$ cat config.mk
export PLATFORM = sky130hd
export DESIGN_NAME = mem_arbiter
export DESIGN_NICKNAME = d
export VERILOG_FILES = /design/src/rtl/mem_arbiter.sv
export SDC_FILE = /design/constraint.sdc
export NUM_CORES = 1
export LEC_CHECK = 0
export ABC_AREA = 1
export ABC_CLOCK_PERIOD_IN_PS = 2350
export CAP_MARGIN = 20
export CORE_MARGIN = 2
export CORE_UTILIZATION = 41
export DETAILED_ROUTE_END_ITERATION = 10
export PLACE_DENSITY = 0.91
export SETUP_SLACK_MARGIN = 0.05
export SYNTH_ARGS = -nofsm -noshare
export SYNTH_HDL_FRONTEND = slang
export SYNTH_SLANG_ARGS = --single-unit
$ cat constraint.sdc
create_clock -name clk -period 2.35 [get_ports clk]
set_input_delay 0.47 -clock clk [delete_from_list [all_inputs] [get_ports clk]]
set_output_delay 0.47 -clock clk [all_outputs]
set_load 0.05 [all_outputs]
$ cat src/rtl/mem_arbiter.sv
`default_nettype none
// mem_arbiter: round-robin IFU/LSU arbiter in front of one single-ported memory.
// Rev 1.0 -- one outstanding transaction, optional wait states before each access.
module mem_arbiter #(
  parameter int          WAIT_CYCLES = 0,
  parameter logic [31:0] RESET_ADDR  = 32'h8000_0000
) (
  input  logic        clk,
  input  logic        rst,
  input  logic        ifu_req_valid,
  input  logic [31:0] ifu_req_addr,
  output logic        ifu_req_ready,
  output logic        ifu_resp_valid,
  output logic [31:0] ifu_resp_data,
  input  logic        ifu_resp_ready,
  input  logic        lsu_req_valid,
  input  logic [31:0] lsu_req_addr,
  input  logic [31:0] lsu_req_wdata,
  input  logic        lsu_req_rw,
  input  logic [1:0]  lsu_req_size,
  input  logic        lsu_req_signed,
  output logic        lsu_req_ready,
  output logic        lsu_resp_valid,
  output logic [31:0] lsu_resp_data,
  input  logic        lsu_resp_ready,
  output logic [31:0] mem_addr,
  output logic [31:0] mem_wdata,
  output logic        mem_rw,
  output logic [1:0]  mem_size,
  output logic        mem_signed,
  input  logic [31:0] mem_rdata
);
  localparam logic       c_MEM_READ   = 1'b0;
  localparam logic       c_MEM_WRITE  = 1'b1;
  localparam logic [1:0] c_SIZE_WORD  = 2'd2;
  localparam logic [3:0] c_WAIT_LAST  = (WAIT_CYCLES > 0) ? 4'(WAIT_CYCLES - 1) : 4'd0;

  typedef enum logic [1:0] {
    S_IDLE   = 2'd0,
    S_WAIT   = 2'd1,
    S_ACCESS = 2'd2,
    S_RESP   = 2'd3
  } state_t;

  typedef enum logic {
    OWN_IFU = 1'b0,
    OWN_LSU = 1'b1
  } owner_t;

  state_t      r_state;
  owner_t      r_owner;
  owner_t      r_last_grant;
  logic [3:0]  r_wait_cnt;
  logic [31:0] r_addr;
  logic [31:0] r_wdata;
  logic        r_rw;
  logic [1:0]  r_size;
  logic        r_signed;
  logic        r_mem_rw;
  logic [1:0]  r_mem_size;
  logic        r_mem_signed;
  logic [31:0] r_resp_data;
  logic        r_ifu_resp_valid;
  logic        r_lsu_resp_valid;

  logic        w_grant_ifu;
  logic        w_grant_lsu;
  logic        w_idle;
  logic        w_resp_taken;
  logic [31:0] w_sel_addr;
  logic [31:0] w_sel_wdata;
  logic        w_sel_rw;
  logic [1:0]  w_sel_size;
  logic        w_sel_signed;

  // On a tie the requester that did not win last time takes the grant.
  always_comb begin
    w_grant_lsu  = lsu_req_valid && (!ifu_req_valid || (r_last_grant == OWN_IFU));
    w_grant_ifu  = ifu_req_valid && !w_grant_lsu;
    w_idle       = (r_state == S_IDLE) && !rst;
    w_resp_taken = (r_owner == OWN_IFU) ? ifu_resp_ready : lsu_resp_ready;
    w_sel_addr   = w_grant_lsu ? lsu_req_addr   : ifu_req_addr;
    w_sel_wdata  = w_grant_lsu ? lsu_req_wdata  : 32'd0;
    w_sel_rw     = w_grant_lsu ? lsu_req_rw     : c_MEM_READ;
    w_sel_size   = w_grant_lsu ? lsu_req_size   : c_SIZE_WORD;
    w_sel_signed = w_grant_lsu ? lsu_req_signed : 1'b0;
  end

  assign ifu_req_ready  = w_idle && w_grant_ifu;
  assign lsu_req_ready  = w_idle && w_grant_lsu;
  assign ifu_resp_valid = r_ifu_resp_valid;
  assign lsu_resp_valid = r_lsu_resp_valid;
  assign ifu_resp_data  = r_resp_data;
  assign lsu_resp_data  = r_resp_data;
  assign mem_addr       = r_addr;
  assign mem_wdata      = r_wdata;
  // A reset landing on an ACCESS cycle must suppress the write on that same edge.
  assign mem_rw         = r_mem_rw & ~rst;
  assign mem_size       = r_mem_size;
  assign mem_signed     = r_mem_signed;

  always_ff @(posedge clk) begin
    if (rst) begin
      r_state          <= S_IDLE;
      r_owner          <= OWN_IFU;
      r_last_grant     <= OWN_IFU;
      r_wait_cnt       <= 4'd0;
      r_addr           <= RESET_ADDR;
      r_wdata          <= 32'd0;
      r_rw             <= c_MEM_READ;
      r_size           <= c_SIZE_WORD;
      r_signed         <= 1'b0;
      r_mem_rw         <= c_MEM_READ;
      r_mem_size       <= c_SIZE_WORD;
      r_mem_signed     <= 1'b0;
      r_resp_data      <= 32'd0;
      r_ifu_resp_valid <= 1'b0;
      r_lsu_resp_valid <= 1'b0;
    end else begin
      case (r_state)
        S_IDLE: begin
          if (w_grant_ifu || w_grant_lsu) begin
            r_owner      <= w_grant_lsu ? OWN_LSU : OWN_IFU;
            r_last_grant <= w_grant_lsu ? OWN_LSU : OWN_IFU;
            r_addr       <= w_sel_addr;
            r_wdata      <= w_sel_wdata;
            r_rw         <= w_sel_rw;
            r_size       <= w_sel_size;
            r_signed     <= w_sel_signed;
            r_wait_cnt   <= 4'd0;
            if (WAIT_CYCLES > 0) begin
              r_state <= S_WAIT;
            end else begin
              r_state      <= S_ACCESS;
              r_mem_rw     <= w_sel_rw;
              r_mem_size   <= w_sel_size;
              r_mem_signed <= w_sel_signed;
            end
          end
        end
        S_WAIT: begin
          if (r_wait_cnt == c_WAIT_LAST) begin
            r_state      <= S_ACCESS;
            r_wait_cnt   <= 4'd0;
            r_mem_rw     <= r_rw;
            r_mem_size   <= r_size;
            r_mem_signed <= r_signed;
          end else begin
            r_wait_cnt <= r_wait_cnt + 4'd1;
          end
        end
        S_ACCESS: begin
          r_resp_data      <= (r_rw == c_MEM_WRITE) ? 32'd0 : mem_rdata;
          r_mem_rw         <= c_MEM_READ;
          r_mem_size       <= c_SIZE_WORD;
          r_mem_signed     <= 1'b0;
          r_ifu_resp_valid <= (r_owner == OWN_IFU);
          r_lsu_resp_valid <= (r_owner == OWN_LSU);
          r_state          <= S_RESP;
        end
        S_RESP: begin
          if (w_resp_taken) begin
            r_ifu_resp_valid <= 1'b0;
            r_lsu_resp_valid <= 1'b0;
            r_state          <= S_IDLE;
          end
        end
        default: r_state <= S_IDLE;
      endcase
    end
  end
endmodule
`default_nettype wire
==> impl_metrics.py, run 1 <==
metrics = {
    "outcome": {
        "status": "finished, final reports clean",
    },
    "synth": {
        "synth_most_common_cell": "nand2_1",
        "synth_nets": 812,
        "synth_top_family_by_area": "simple AND/OR/NAND/NOR gates",
        "synth_mux_area_share_pct": 0,
        "synth.largest_area_cell": "dfxtp_1",
        "synth_top_area_share_pct": 47.0,
        "synthSimpleGateAreaFrac_pct": 28.0,
        "netlist_area_mm2": 0.00481,
        "ys.flop_type": "dfxtp_1",
        "avgSynthCellArea_um2": 7.23,
        "synth_compound_area_share_pct": 11.9,
        "ys_seq_elements": 113,
        "synth_area_leaders": "dfxtp_1, nand2_1, a21oi_1",
        "ys_seq_area_share_pct": 47.0,
        "synthXorXnorAreaFrac_pct": 0,
        "synthAdderAreaFrac_pct": 2.08,
        "yosys_warnings": 0,
        "yosys-top-cells-count": "nand2_1, dfxtp_1, a21oi_1, nor2_1, nand3_1",
        "synth_cell_types": 23,
        "async_flop_share_pct": 0,
        "synth-edff-count": 0,
        "syn_inst": 666,
    },
    "timing": {
        "finalHoldViolCount": 0,
        "clock.fmax_mhz": 475,
        "tns_ns": 0,
        "min_period_over_period_pct": 89.5,
        "fin_skew_ns": 0.00690,
        "slew_viol_final": 0,
        "setup_viol": 0,
        "tightest_slew_ns": 0.553,
        "relSlewSlack_pct": 63.0,
        "fin_ws_ns": 0.246,
        "grt_setup_unrepaired": "no",
        "period_needed_ns": 2.10,
    },
    "placed_design": {
        "gp_congestion": 0.776,
        "port_buffers": 273,
        "place_area_mm2": 0.00743,
        "place_hpwl_um": 10700,
        "pre_cts_ws_ns": 0.0882,
    },
    "global_route": {
        "grt_overflow_total": 0,
        "antenna_found_initial": 0,
        "grt_max_degree": 69,
        "grt_util_all_layers_pct": 24.0,
        "grt_pass1_vias": 4932,
        "grt_pass1_wl_um": 24200,
    },
    "die": {
        "start_util_pct": 42.2,
        "rows": 39,
        "core-area_mm2": 0.0114,
        "die_area_mm2": 0.0126,
        "fp.dieH_um": 112,
        "die_w_um": 112,
        "io_pins": 274,
    },
    "route": {
        "drtIter0Drc": 355,
        "via_count": 5124,
        "routed_via_density": 4.85,
        "drtPass1Iterations": 4,
        "route.detailed.drc": 0,
        "final_antenna_net_count": 0,
        "wl_um": 14900,
        "wl_per_cell_um": 14.1,
    },
    "layout": {
        "diodes": 0,
        "fillers": 867,
        "nets": 1047,
        "drive_gt1_share_pct": 7.00,
        "syn2layout_area_growth_pct": 68.0,
        "fin_area_mm2": 0.00809,
    },
    "job": {
        "drv_cap": 0,
    },
    "critical_path": {
        "cp.required_ns": 1.88,
        "cp_cell_sequence": "a21oi_4, nor4_4, buf_4, buf_8",
        "crit_type": "flip-flop to output port",
        "slowest_stage": "dfxtp_1",
        "arrival_ns": 1.63,
        "cp_max_fo": 5,
        "cpLargestDelayFamily": "flip-flops",
        "slowest_delay_ns": 0.47,
        "cp-end-kind": "output port",
        "critPathLaunchType": "flip-flop",
        "worst-path-buf-inv": 2,
    },
    "power": {
        "leakage_nw": 3.39,
        "total_power_mw": 7.25,
        "ir_drop_mv": 0.553,
        "power.density_mw_per_mm2": 897,
    },
    "clock_network": {
        "cts_sinks": 113,
        "cts_buffer_depth": 2,
        "htreeDepth": 4,
        "path_clk_slew_ns": 0.06,
        "cts_tree": "yes",
        "cts_buffers": 17,
        "clkLatencyLatePin_ns": 0.40,
        "cts_hold_repair.buffers": 0,
        "cts_root_buf": "clkbuf_16",
    },
    "worst_hold_path": {
        "hp-class": "flip-flop to flip-flop",
    },
}
## registers in the layout, indices dropped and copies added, names as in the netlist
signal and cells:
ifu_resp_data 32, mem_addr 32, mem_wdata 32, r_wait_cnt 4
mem_size 2, r_size 2, r_state 2, ifu_resp_valid 1
lsu_resp_valid 1, mem_signed 1, r_last_grant 1, r_mem_rw 1
r_rw 1, r_signed 1
## worst min-delay path, cell delays in order (launching register included)
cell,delay [ns]
dfxtp_1,0.31
nand2_1,0.06
a21oi_1,0.05
## cells by family (layout without fill, tap and decap cells)
kind of cell    after synthesis  in the layout
compound gates              111            111
fa+ha+maj                     8              8
buf+inv                      97            345
flops                       113            113
simple gates                337            337
## routing by layer
metal / vias to the layer above / share of wire [%] / track usage [%]
met5: - / 0 / 0
met2: 244 / 50 / 42.2
li1: 2564 / - / -
met3: 30 / 8.4 / 8.48
met4: 0 / 2.7 / 10.2
met1: 2286 / 39 / 26.1
## final cells by class
type	instances	area (um^2)	area share, %
Tap cell	143	179	2.21
Multi-Input combinational cell	456	2050	25.4
Clock inverter	14	179	2.21
Inverter	27	101	1.25
Timing Repair Buffer	286	2870	35.5
Sequential cell	113	2260	28.0
Clock buffer	18	439	5.43
## path summary, 6_finish.rpt
check | start | end | slack [ns] | depth (start not counted)
hold / removal | ifu_resp_valid | ifu_resp_valid | 0.46 | 2
setup reg to reg | r_state[0] | ifu_resp_data[17] | 0.79 | 6
setup / recovery | r_last_grant | ifu_req_ready | 0.25 | 4
hold reg to reg | ifu_resp_valid | ifu_resp_valid | 0.46 | 2
## power breakdown
group / switching, mW / total, mW / internal, mW
clock: 0.947 / 2.66 / 1.71
combinational: 1.50 / 2.33 / 0.835
sequential: 0.131 / 2.26 / 2.13
total: 2.58 / 7.25 / 4.68
## cells in the final DEF (no fill, tap or decap), types with 2 or more instances in the layout
| cell type | synthesis | layout |
|---|---|---|
| nand2_2 | 2 | 2 |
| nand4_1 | 2 | 2 |
| nand2_1 | 233 | 233 |
| dlymetal6s2s_1 | 0 | 2 |
| ha_1 | 8 | 7 |
| a21oi_1 | 72 | 72 |
| clkbuf_16 | 0 | 17 |
| o21ai_0 | 35 | 35 |
| inv_1 | 22 | 20 |
| buf_12 | 0 | 3 |
| dfxtp_1 | 113 | 113 |
| clkinv_2 | 0 | 2 |
| nor2_1 | 49 | 48 |
| bufinv_16 | 0 | 3 |
| buf_4 | 38 | 11 |
| inv_6 | 0 | 4 |
| clkinv_4 | 0 | 5 |
| nand3_1 | 48 | 48 |
| inv_2 | 5 | 7 |
| clkdlybuf4s50_1 | 0 | 267 |
## timing repair
item	CTS	global route
endpoints found under the setup margin	1	1
pin swaps	0	1
gates resized for setup	5	5
buffers inserted	0	0
## metrics by stage
step           cells  util [%]  hold slack, ns
4_1_cts         1057      70.7           0.465
3_3_place_gp    1025      65.1           0.452
2_1_floorplan    666         -           0.442
5_1_grt         1057      70.8           0.493
6_report        1057      70.8           0.462
3_5_place_dp    1025      65.1           0.457
Power figures use the tool's default switching activity.
==> run 2: changes to the inputs <==
- CAP_MARGIN: 20 -> 0
==> results of run 2 <==
No change in the layout: final DEF, timing and power equal those of run 1.
